**src/rtl/univ_shift_reg_burst.sv**
```systemverilog
// N-bit universal shift register (load/shift/rotate/asr/clear) with a burst sequencer
// that repeats one latched operation for a programmed number of cycles.
//
// state   | meaning
// S_IDLE  | single-step ctrl each edge; start launches a burst
// S_BURST | applying latched op_q, remaining steps in rem_q
// S_DONE  | one-cycle completion pulse, q holds
module univ_shift_reg_burst #(
  parameter int N     = 8,
  parameter int CNT_W = 4
) (
  input  logic             clk,
  input  logic             reset,
  input  logic [2:0]       ctrl,
  input  logic [N-1:0]     d,
  input  logic             si_l,
  input  logic             si_r,
  input  logic             start,
  input  logic [CNT_W-1:0] burst_len,
  output logic [N-1:0]     q,
  output logic             so_l,
  output logic             so_r,
  output logic             busy,
  output logic             done
);

  typedef enum logic [1:0] {S_IDLE, S_BURST, S_DONE} state_t;

  state_t           state_q, state_d;
  logic [N-1:0]     q_q, q_d;
  logic [CNT_W-1:0] rem_q, rem_d;
  logic [2:0]       op_q, op_d;

  function automatic logic [N-1:0] apply_op(
    input logic [2:0]   op,
    input logic [N-1:0] cur,
    input logic [N-1:0] din,
    input logic         sl,
    input logic         sr
  );
    logic [N-1:0] r;
    case (op)
      3'b000:  r = cur;
      3'b001:  r = din;
      3'b010:  r = {cur[N-2:0], sl};
      3'b011:  r = {sr, cur[N-1:1]};
      3'b100:  r = {cur[N-2:0], cur[N-1]};
      3'b101:  r = {cur[0], cur[N-1:1]};
      3'b110:  r = {cur[N-1], cur[N-1:1]};
      default: r = '0;
    endcase
    return r;
  endfunction

  always_comb begin
    state_d = state_q;
    q_d     = q_q;
    rem_d   = rem_q;
    op_d    = op_q;
    case (state_q)
      S_IDLE: begin
        if (start) begin
          if (burst_len == '0) begin
            state_d = S_DONE;
          end else begin
            q_d  = apply_op(ctrl, q_q, d, si_l, si_r);
            op_d = ctrl;
            if (burst_len == CNT_W'(1)) begin
              state_d = S_DONE;
            end else begin
              rem_d   = burst_len - CNT_W'(1);
              state_d = S_BURST;
            end
          end
        end else begin
          q_d = apply_op(ctrl, q_q, d, si_l, si_r);
        end
      end
      S_BURST: begin
        q_d   = apply_op(op_q, q_q, d, si_l, si_r);
        rem_d = rem_q - CNT_W'(1);
        if (rem_q == CNT_W'(1)) state_d = S_DONE;
      end
      S_DONE:  state_d = S_IDLE;
      default: state_d = S_IDLE;
    endcase
  end

  // reset also drops the latched op so an aborted burst leaves nothing behind
  always_ff @(posedge clk) begin
    if (reset) begin
      state_q <= S_IDLE;
      q_q     <= '0;
      rem_q   <= '0;
      op_q    <= '0;
    end else begin
      state_q <= state_d;
      q_q     <= q_d;
      rem_q   <= rem_d;
      op_q    <= op_d;
    end
  end

  assign q    = q_q;
  assign so_l = q_q[N-1];
  assign so_r = q_q[0];
  assign busy = (state_q != S_IDLE);
  assign done = (state_q == S_DONE);

endmodule

```
**config.mk**
```make
export PLATFORM = sky130hd
export DESIGN_NAME = univ_shift_reg_burst
export DESIGN_NICKNAME = d
export VERILOG_FILES = /design/src/rtl/univ_shift_reg_burst.sv
export SDC_FILE = /design/constraint.sdc
export NUM_CORES = 1
export LEC_CHECK = 0
export BUFFER_PORTS_ARGS = -buffer_cell sky130_fd_sc_hd__buf_4
export CORE_ASPECT_RATIO = 0.8
export CORE_MARGIN = 2
export CORE_UTILIZATION = 40
export CTS_CLUSTER_DIAMETER = 200
export CTS_CLUSTER_SIZE = 20
export DETAILED_ROUTE_END_ITERATION = 12
export RECOVER_POWER = 100
export REMOVE_ABC_BUFFERS = 1
export SLEW_MARGIN = 25
export SYNTH_ARGS = -nofsm -noshare
export SYNTH_HDL_FRONTEND = slang
export SYNTH_SLANG_ARGS = --single-unit
```
**constraint.sdc**
```tcl
create_clock -name clk -period 1.7 [get_ports clk]
set_clock_uncertainty 0.05 [all_clocks]
set_input_delay 0.085 -clock clk [delete_from_list [all_inputs] [get_ports clk]]
set_output_delay 0.085 -clock clk [all_outputs]
set_load 0.02 [all_outputs]
```
==> results.ini, run 1 <==
[global_routing]
antenna_found_initial=0
grt_pass1_vias=1413
grt-ovfl-total=0
grt_usage_pct=18.6
grt_pass1_wl_mm=6.96
grt_start_max_net_pins=19

[drt]
routed_wirelength_mm=4.35
drtIter0Drc=127
firstDrtPassIters=5
drc_errors=0
viasPerCell=5.48
wl_per_cell_um=14.5
ant_nets=0
dr_total_vias=1639

[placement]
port_buffers=31
dp.cells=293
gp_congestion=0.801
dp_hpwl_mm=3.07
place_area_mm2=0.00195

[setup_path]
critPathKind=reg -> reg
worstPathRequired_ns=1.79
crit_fanout=7
r2r_slack_ns=0.13
end_kind=register
critPathLaunchType=register
arrival_ns=1.66

[synthesis]
synth_edf_count=0
ys_types=56
synth_area_per_cell_um2=7.99
synth_ff_type=dfxtp_1
yosysSeqAreaShare_pct=20.3
synth_area_mm2=0.00168
ys_warn_count=0
netlist_instances=210
ys_ff_latch=17
async_flop_share_pct=0

[timing]
slew_headroom_pct=66.2
tns_ns=0
worst_slew_pin_slew_ns=0.505
holdWs_ns=0.109
timing.final.crit_share_pct=92.6
fmax_ghz=0.635
setup_viol=0
finalHoldViolCount=0
maxSlewViolCount=0
rsz0062_at_grt=no
min_period_ns=1.57

[status]
status=finished, final reports clean

[clock_tree]
cts_buffers=3
clk_pin_slew_ns=0.07
clk_path_buf_depth=2
clock-root-buffer=clkbuf_8
ctsHtreeMaxLevel=1
clk_latency_ns=0.25
cts_tree=built
clock-sinks=17

[finish]
drive_gt1_share_pct=27.7
multi_input_comb_area_mm2=0.00118
nNetsFinal=267
diodes=0
postLayoutCoreUtil_pct=47.8
final_cells=299
fin_area_mm2=0.00196
regArea_um2=344
area_growth_pct=16.9
fill_cells=441

[die]
die_area_mm2=0.00473
start_util_pct=40.9
die_w_um=76.4
ios=32
coreArea_mm2=0.00410
die_y_um=61.9
fp-row-count=21

[power]
power_density_mw_per_mm2=739
leakage_nw=0.763
vdd_drop_max_uv=303

[hold_path]
hp-class=in -> reg

[job]
max_cap_viol_count=0

state kept, by name (all words and copies together) (netlist names):
signal and flops:
op_q 3, state_q 2, rem_q 4, q 8
per-layer routing:
layer	global-route usage, %	wire length, um
met5	0	0
met4	4.42	15
met3	4.62	259
met2	30.1	1860
met1	25.4	2210
critical path, cell delays in order, from the launching register on:
cell     delay (ns)
dfxtp_2        0.35
buf_4          0.15
or3_1          0.34
nand3_1        0.24
a21oi_1        0.07
nor3_1         0.19
nor3_1         0.07
final timing paths:
path / start / end / cells after the start
setup / recovery: op_q[0]$_SDFFE_PP0P_ / q[5]$_SDFFE_PP0P_ / 6
hold / removal: reset / rem_q[3]$_SDFFE_PP0P_ / 2
setup reg to reg: op_q[0]$_SDFFE_PP0P_ / q[5]$_SDFFE_PP0P_ / 6
hold reg to reg: rem_q[3]$_SDFFE_PP0P_ / rem_q[3]$_SDFFE_PP0P_ / 2
cells in the mapped netlist, drive strengths merged (5+ instances only):
cell type  number  area (um2)
a21oi          17        96.4
a222oi          6        60.1
a22oi           5        37.5
a31oi           5        37.5
buf            18         139
dfxtp          17         340
inv             5        18.8
mux2           12         139
mux2i           5        50.1
nand2          13        48.8
nand2b          5        38.8
nor2           32         123
nor3           14        80.1
o21ai           5        28.8
cell families after synthesis:
kind of cell,synth area share (%)
adders and majority gates,2.98
xor gates and xnor gates,2.98
DFF,20.3
and+or+nand+nor,28.1
buffers and inverters,9.92
muxes,11.3
AOI/OAI and AO/OA,24.5
power by group:
part	switching [W]	internal, W
Combinational	0.000322	0.000275
Sequential	0.0000931	0.000449
Clock	0.000147	0.000163
Total	0.000562	0.000887
cells in the final DEF (no fill, tap or decap), types with 4 or more instances in the layout:
master / instances
buf_4: 32
nor2_1: 31
a21oi_1: 16
clkbuf_1: 15
dfxtp_1: 14
nand2_1: 13
nor3_1: 12
mux2_2: 11
a222oi_1: 6
inv_1: 5
nand2b_1: 5
mux2i_1: 5
a22oi_1: 5
nand3b_1: 4
a31oi_1: 4
ha_1: 4
stage by stage:
step | power [W] | setup slack, ns
after floorplan | 0.000902 | 0.0241
final | 0.00145 | 0.126
after detailed placement | 0.00117 | 0.0278
after global routing | 0.00155 | 0.00636
after CTS | 0.00148 | 0.00274
after global placement | 0.00116 | 0.0639
final cells by class:
class                           instances  area share [%]
Clock inverter                          1           0.255
Multi-Input combinational cell        168            60.0
Inverter                                5           0.957
Tap cell                               57            3.64
Sequential cell                        17            17.5
Timing Repair Buffer                   48            15.5
Clock buffer                            3            2.11
timing repair:
item | in CTS | in global routing
setup endpoints to repair | 0 | 8
hold buffers | 0 | 0
buffers inserted | 0 | 2
resized for setup | 0 | 5
No activity file was read; power rests on OpenSTA's default activity.
==> run 2, diff against run 1 <==
--- a/config.mk
+++ b/config.mk
@@ -5,6 +5,7 @@
 export SDC_FILE = /design/constraint.sdc
 export NUM_CORES = 1
 export LEC_CHECK = 0
+export ABC_AREA = 1
 export BUFFER_PORTS_ARGS = -buffer_cell sky130_fd_sc_hd__buf_4
 export CORE_ASPECT_RATIO = 0.8
 export CORE_MARGIN = 2
==> run 2 against run 1 <==
Effect of this change: critical path depth stayed put; combinational power is 15% higher; critical endpoint is now op_q[0]$_SDFFE_PP0P_; sequential power is 6.6% higher.
==> results.ini, run 2 <==
[status]
status=finished, final reports clean  ; unchanged

[timing]
fmax_ghz=0.656  ; was 0.635 GHz
min_period_ns=1.52  ; was 1.57 ns
slew_headroom_pct=72.6  ; was 66.2%
finalHoldViolCount=0  ; unchanged
tns_ns=0  ; unchanged
timing.final.crit_share_pct=89.7  ; was 92.6%
maxSlewViolCount=0  ; unchanged
holdWs_ns=0.0387  ; was 0.109 ns
rsz0062_at_grt=no  ; unchanged
setup_viol=0  ; unchanged
worst_slew_pin_slew_ns=0.410  ; was 0.505 ns
final.setup.worst_slack_ns=0.176  ; was 0.126 ns

[synthesis]
ys_ff_latch=17  ; unchanged
synth_edf_count=0  ; unchanged
netlist_instances=331  ; was 210
yosys.area.top_type=dfxtp_1  ; unchanged
async_flop_share_pct=0  ; unchanged
synth.top_cell.area_share_pct=17.1  ; was 20.3%
synth_area_per_cell_um2=6.03  ; was 7.99 um2
synth.most_common_cell=nand2_1  ; was nor2_1
synthXorXnorAreaFrac_pct=1.76  ; was 2.98%
yosys.area_share.simple_pct=51.1  ; was 28.1%
synth_area_leaders=dfxtp_1, nand2_1, nand4_1  ; was dfxtp_1, mux2_2, nor2_1
ys_types=32  ; was 56
synth_ff_type=dfxtp_1  ; unchanged
netlist_top_cells_count=nand2_1, nand4_1, inv_1, nor2_1, nand3_1  ; was nor2_1, dfxtp_1, a21oi_1, nand2_1, nor3_1
ys_warn_count=0  ; unchanged
yosysSeqAreaShare_pct=17.1  ; was 20.3%
synthMuxAreaShare_pct=0  ; was 11.3%
synth-compound-area-share_pct=9.47  ; was 24.5%
synth_area_mm2=0.00199  ; was 0.00168 mm2
synth_fa_ha_area_share_pct=2.51  ; was 2.98%
synth_top_family_by_area=simple AND/OR/NAND/NOR gates  ; unchanged

[clock_tree]
holdBufCountCts=0  ; unchanged
ctsResizeCount=0  ; unchanged
clk_latency_ns=0.26  ; was 0.25 ns
ctsHtreeMaxLevel=1  ; unchanged
cts_buffers=3  ; unchanged
clock-root-buffer=clkbuf_8  ; unchanged
clk_path_buf_depth=2  ; unchanged
clk_pin_slew_ns=0.07  ; about the same
postCtsSetupRepairBufs=0  ; unchanged
cts_tree=built  ; unchanged
clock-sinks=17  ; unchanged

[power]
swShare_pct=45.6  ; was 38.8%
leakage_nw=1.07  ; was 0.763 nW
sequentialPowerShare_pct=36.5  ; was 37.4%
p_comb_share_pct=43.3  ; was 41.2%
pwr-share-clk_pct=20.2  ; was 21.4%
p_switching_w=0.000723  ; was 0.000562 W
intPower_w=0.000861  ; was 0.000887 W
vdd_drop_max_uv=348  ; was 303 uV
power_density_mw_per_mm2=745  ; was 739 mW/mm2

[die]
coreArea_mm2=0.00468  ; was 0.00410 mm2
die_area_mm2=0.00557  ; was 0.00473 mm2
die_y_um=67.2  ; was 61.9 um
ios=32  ; unchanged
start_util_pct=42.6  ; was 40.9%
fp-row-count=22  ; was 21
die_w_um=82.9  ; was 76.4 um

[finish]
diodes=0  ; unchanged
multi_input_comb_area_mm2=0.00127  ; was 0.00118 mm2
final_common_cell=nand2_1  ; was buf_4
fill_cells=523  ; was 441
area_growth_pct=6.59  ; was 16.9%
nNetsFinal=369  ; was 267
largest_reg_flops=8  ; unchanged
regArea_um2=342  ; was 344 um2
layout_common_cells=nand2_1, nand4_1, inv_1, nand3_1, nor2_1  ; was buf_4, nor2_1, a21oi_1, clkbuf_1, dfxtp_1
postLayoutCoreUtil_pct=45.4  ; was 47.8%
drive_gt1_share_pct=14.0  ; was 27.7%

[global_routing]
use_met2_pct=32.4  ; was 30.1%
grt-ovfl-total=0  ; unchanged
grt_usage_pct=21.0  ; was 18.6%
antenna_found_initial=0  ; unchanged
grt_util_met3_pct=4.40  ; was 4.62%
grt_pass1_wl_mm=9.58  ; was 6.96 mm
grt_start_max_net_pins=28  ; was 19
busiest_layer=met2  ; unchanged
grt_use_met1_pct=31.0  ; was 25.4%
grt_pass1_vias=1910  ; was 1413

[drt]
ant_nets=0  ; unchanged
drtIter0Drc=158  ; was 127
dr_total_vias=2188  ; was 1639
wl_per_cell_um=13.8  ; was 14.5 um
firstDrtPassIters=4  ; was 5
routed_wirelength_mm=5.58  ; was 4.35 mm
drc_errors=0  ; unchanged
viasPerCell=5.42  ; was 5.48

[job]
max_cap_viol_count=0  ; unchanged

[setup_path]
arrival_ns=1.61  ; was 1.66 ns
end_kind=register  ; unchanged
worstPathRequired_ns=1.79  ; about the same
critPathKind=reg -> reg  ; unchanged
critPathLaunchType=register  ; unchanged
crit_fanout=6  ; was 7

[placement]
post-place-ws_ns=0.121  ; was 0.0278 ns
port_buffers=31  ; unchanged
gp_congestion=0.884  ; was 0.801
dp_hpwl_mm=3.93  ; was 3.07 mm

[hold_path]
hp-class=in -> reg  ; unchanged

## run 2: worst paths after layout
path,cells past startpoint,slack (ns),startpoint,end
hold / removal,2,0.04,reset,state_q[0]$_SDFFE_PP0P_
hold reg to reg,2,0.41,rem_q[1]$_SDFFE_PP0P_,rem_q[1]$_SDFFE_PP0P_
setup / recovery,6,0.18,state_q[0]$_SDFFE_PP0P_,op_q[0]$_SDFFE_PP0P_
setup reg to reg,6,0.18,state_q[0]$_SDFFE_PP0P_,op_q[0]$_SDFFE_PP0P_
## run 2: power by group through the flow
stage | logic [W] | clock network [W] | registers, W
after global routing | 0.000778 | 0.000352 | 0.000590
after global placement | 0.000726 | 0 | 0.000585
after CTS | 0.000729 | 0.000327 | 0.000577
final | 0.000686 | 0.000321 | 0.000578
after floorplan | 0.000419 | 0 | 0.000602
after detailed placement | 0.000727 | 0 | 0.000586
## run 2: area by class of cell
type / instances / share of cell area [%]
Tap cell: 60 / 3.53
Sequential cell: 17 / 16.1
Inverter: 43 / 8.18
Clock buffer: 4 / 2.12
Timing Repair Buffer: 35 / 10.4
Multi-Input combinational cell: 245 / 59.7
## run 2: kinds of logic (layout without fill, tap and decap cells)
kind of cell | Yosys count | in the layout
buffers and inverters | 69 | 82
DFF | 17 | 17
adders and majority gates | 4 | 4
and+or+nand+nor | 204 | 204
AOI/OAI and AO/OA | 33 | 33
xor gates and xnor gates | 4 | 4
## run 2: worst max-delay path: stages, from the launching register on
cell and delay [ns]:
dfxtp_1 0.36, inv_1 0.15, nand2_1 0.09, nor2_1 0.27, o21ai_1 0.24, o21ai_0 0.19, a21oi_1 0.06
## run 2: metal layers
layer  routed length, um  vias up  part of all wire, %
li1                    -     1122                    -
met1                2790      985                   50
met2                2420       77                   43
met3                 330        4                  5.9
met4                  37        0                 0.66
met5                   0        -                    0
## run 2: per-stage QoR
| stage | total power [W] | instances | area (um2) |
|---|---|---|---|
| floorplan | 0.00102 | 305 | 1810 |
| global placement | 0.00131 | 400 | 2140 |
| detailed placement | 0.00131 | 400 | 2140 |
| CTS | 0.00163 | 404 | 2190 |
| global route | 0.00172 | 404 | 2130 |
| finish | 0.00158 | 404 | 2130 |
==> run 3, diff against run 2 <==
--- a/config.mk
+++ b/config.mk
@@ -13,6 +13,7 @@
 export CTS_CLUSTER_DIAMETER = 200
 export CTS_CLUSTER_SIZE = 20
 export DETAILED_ROUTE_END_ITERATION = 12
+export PLACE_DENSITY = 0.62
 export RECOVER_POWER = 100
 export REMOVE_ABC_BUFFERS = 1
 export SLEW_MARGIN = 25
==> run 3 against run 2 <==
Effect of this change: sequential share of layout area is 0.18 points lower; total power hardly changed; critical path depth is 1 lower; setup slack worse by 0.023 ns; sequential power is 1% lower; cell count is 0.25% higher; via count is 0.64% lower; critical path type unchanged; non-clock buffer count is 1 higher.
==> results.ini, run 3 (synthesis results as in run 2) <==
[setup_path]
reg2regPathDepth=5  ; was 6
r2r_start=state_q[1]$_SDFFE_PP0P_  ; was state_q[0]$_SDFFE_PP0P_
cpPeakStageDelay_ns=0.42  ; was 0.36 ns
worstPathRequired_ns=1.81  ; was 1.79 ns
arrival_ns=1.66  ; was 1.61 ns
crit_fanout=11  ; was 6
critPathLaunchType=register  ; unchanged
end_kind=register  ; unchanged
reg2reg_to=rem_q[0]$_SDFFE_PP0P_  ; was op_q[0]$_SDFFE_PP0P_
r2r_slack_ns=0.15  ; was 0.18 ns
crit_path_cell_trace=inv_4 > nand2_1 > clkbuf_2 > o21ai_0 > a211oi_1  ; was inv_1 > nand2_1 > nor2_1 > o21ai_1 > o21ai_0 > a21oi_1
critPathKind=reg -> reg  ; unchanged
slowest_stage=dfxtp_1  ; unchanged

[global_routing]
grt_start_max_net_pins=28  ; unchanged
grt-ovfl-total=0  ; unchanged
antenna_found_initial=0  ; unchanged
grt_pass1_wl_mm=9.16  ; was 9.58 mm
grt_usage_pct=20.0  ; was 21.0%
grt_pass1_vias=1861  ; was 1910

[hold_path]
hp-class=in -> reg  ; unchanged
min_to=rem_q[3]$_SDFFE_PP0P_  ; was state_q[0]$_SDFFE_PP0P_
hold_depth=2  ; unchanged
hp-start=reset  ; unchanged

[timing]
final.setup.worst_slack_ns=0.153  ; was 0.176 ns
rsz0062_at_grt=no  ; unchanged
worst_slew_pin_slew_ns=0.437  ; was 0.410 ns
min_period_ns=1.55  ; was 1.52 ns
maxSlewViolCount=0  ; unchanged
slew_headroom_pct=70.8  ; was 72.6%
finalHoldViolCount=0  ; unchanged
timing.final.crit_share_pct=91.0  ; was 89.7%
setup_viol=0  ; unchanged
tns_ns=0  ; unchanged
fmax_ghz=0.646  ; was 0.656 GHz

[clock_tree]
clk_pin_slew_ns=0.08  ; was 0.07 ns
ctsResizeCount=0  ; unchanged
cts_tree=built  ; unchanged
clock-root-buffer=clkbuf_8  ; unchanged
postCtsSetupRepairBufs=0  ; unchanged
clk_latency_ns=0.26  ; about the same
ctsHtreeMaxLevel=1  ; unchanged
clk_path_buf_depth=2  ; unchanged
clock-sinks=17  ; unchanged
cts_buffers=3  ; unchanged
holdBufCountCts=0  ; unchanged

[placement]
place_area_mm2=0.00215  ; was 0.00214 mm2
dp.cells=401  ; was 400
dp_hpwl_mm=3.81  ; was 3.93 mm
gp_congestion=0.879  ; was 0.884
post-place-ws_ns=0.186  ; was 0.121 ns
port_buffers=31  ; unchanged

[die]
start_util_pct=42.6  ; unchanged
die_w_um=82.9  ; unchanged
coreArea_mm2=0.00468  ; unchanged
ios=32  ; unchanged
fp-row-count=22  ; unchanged
die_y_um=67.2  ; unchanged
die_area_mm2=0.00557  ; unchanged

[finish]
final_cells=405  ; was 404
diodes=0  ; unchanged
fin_area_mm2=0.00214  ; was 0.00213 mm2
layout_common_cells=nand2_1, nand4_1, inv_1, nor2_1, nand3_1  ; was nand2_1, nand4_1, inv_1, nand3_1, nor2_1
largest_reg_flops=8  ; unchanged
regArea_um2=340  ; was 342 um2
final_common_cell=nand2_1  ; unchanged
nNetsFinal=370  ; was 369
drive_gt1_share_pct=15.1  ; was 14.0%
area_growth_pct=7.40  ; was 6.59%
multi_input_comb_area_mm2=0.00128  ; was 0.00127 mm2
postLayoutCoreUtil_pct=45.8  ; was 45.4%
fill_cells=527  ; was 523

[drt]
firstDrtPassIters=4  ; unchanged
drtIter0Drc=146  ; was 158
drc_errors=0  ; unchanged
wl_per_cell_um=13.4  ; was 13.8 um
viasPerCell=5.37  ; was 5.42
routed_wirelength_mm=5.41  ; was 5.58 mm
ant_nets=0  ; unchanged
dr_total_vias=2174  ; was 2188

[power]
leakage_nw=1.08  ; was 1.07 nW
power_density_mw_per_mm2=739  ; was 745 mW/mm2
vdd_drop_max_uv=418  ; was 348 uV

[status]
status=finished, final reports clean  ; unchanged

[job]
max_cap_viol_count=0  ; unchanged

## run 3: changes by cell type in the layout (fill, tap and decap cells not counted), sizes merged
cell / previous run / this run
buf: 24 / 23
clkbuf: 15 / 17
## run 3: metrics by stage
step                power (W)  hold slack, ns
floorplan             0.00102           0.104
global placement      0.00131           0.305
detailed placement    0.00131           0.314
CTS                   0.00164          0.0359
global route          0.00172          0.0445
finish                0.00158          0.0419
## run 3: final cells by class
class | instances | area share, %
Clock buffer | 4 | 2.10
Tap cell | 60 | 3.50
Sequential cell | 17 | 15.9
Timing Repair Buffer | 36 | 10.5
Multi-Input combinational cell | 245 | 59.9
Inverter | 43 | 8.12
## run 3: power by group
group / internal, W / switching, W / leakage, nW
clock network: 0.000167 / 0.000154 / 0.0228
logic: 0.000243 / 0.000449 / 0.921
registers: 0.000456 / 0.000115 / 0.140
## run 3: routing by layer
layer,track usage (%),up-vias,wire [um]
met2,31.7,79,2330
met4,3.28,0,33
met5,0,-,0
met3,3.55,4,414
met1,29.1,966,2630
li1,-,1125,-
## run 3: critical path, delay by kind of cell, from the launching register on
kind	cells	cell delay, ns
flip-flops	1	0.42
buffers and inverters	2	0.34
AO/OA/AOI/OAI	2	0.33
AND/OR/NAND/NOR	1	0.31
## run 3: how the worst max path moves through the flow
stage | startpoint | endpoint | slack, ns | cells after the start
after floorplan | op_q[1]$_SDFFE_PP0P_ | q[6]$_SDFFE_PP0P_ | 0.33 | 9
after global placement | state_q[0]$_SDFFE_PP0P_ | q[7]$_SDFFE_PP0P_ | 0.23 | 9
after detailed placement | op_q[1]$_SDFFE_PP0P_ | q[4]$_SDFFE_PP0P_ | 0.19 | 9
after CTS | op_q[1]$_SDFFE_PP0P_ | q[4]$_SDFFE_PP0P_ | 0.17 | 9
after global routing | state_q[0]$_SDFFE_PP0P_ | op_q[1]$_SDFFE_PP0P_ | 0.01 | 6
final | state_q[1]$_SDFFE_PP0P_ | rem_q[0]$_SDFFE_PP0P_ | 0.15 | 5
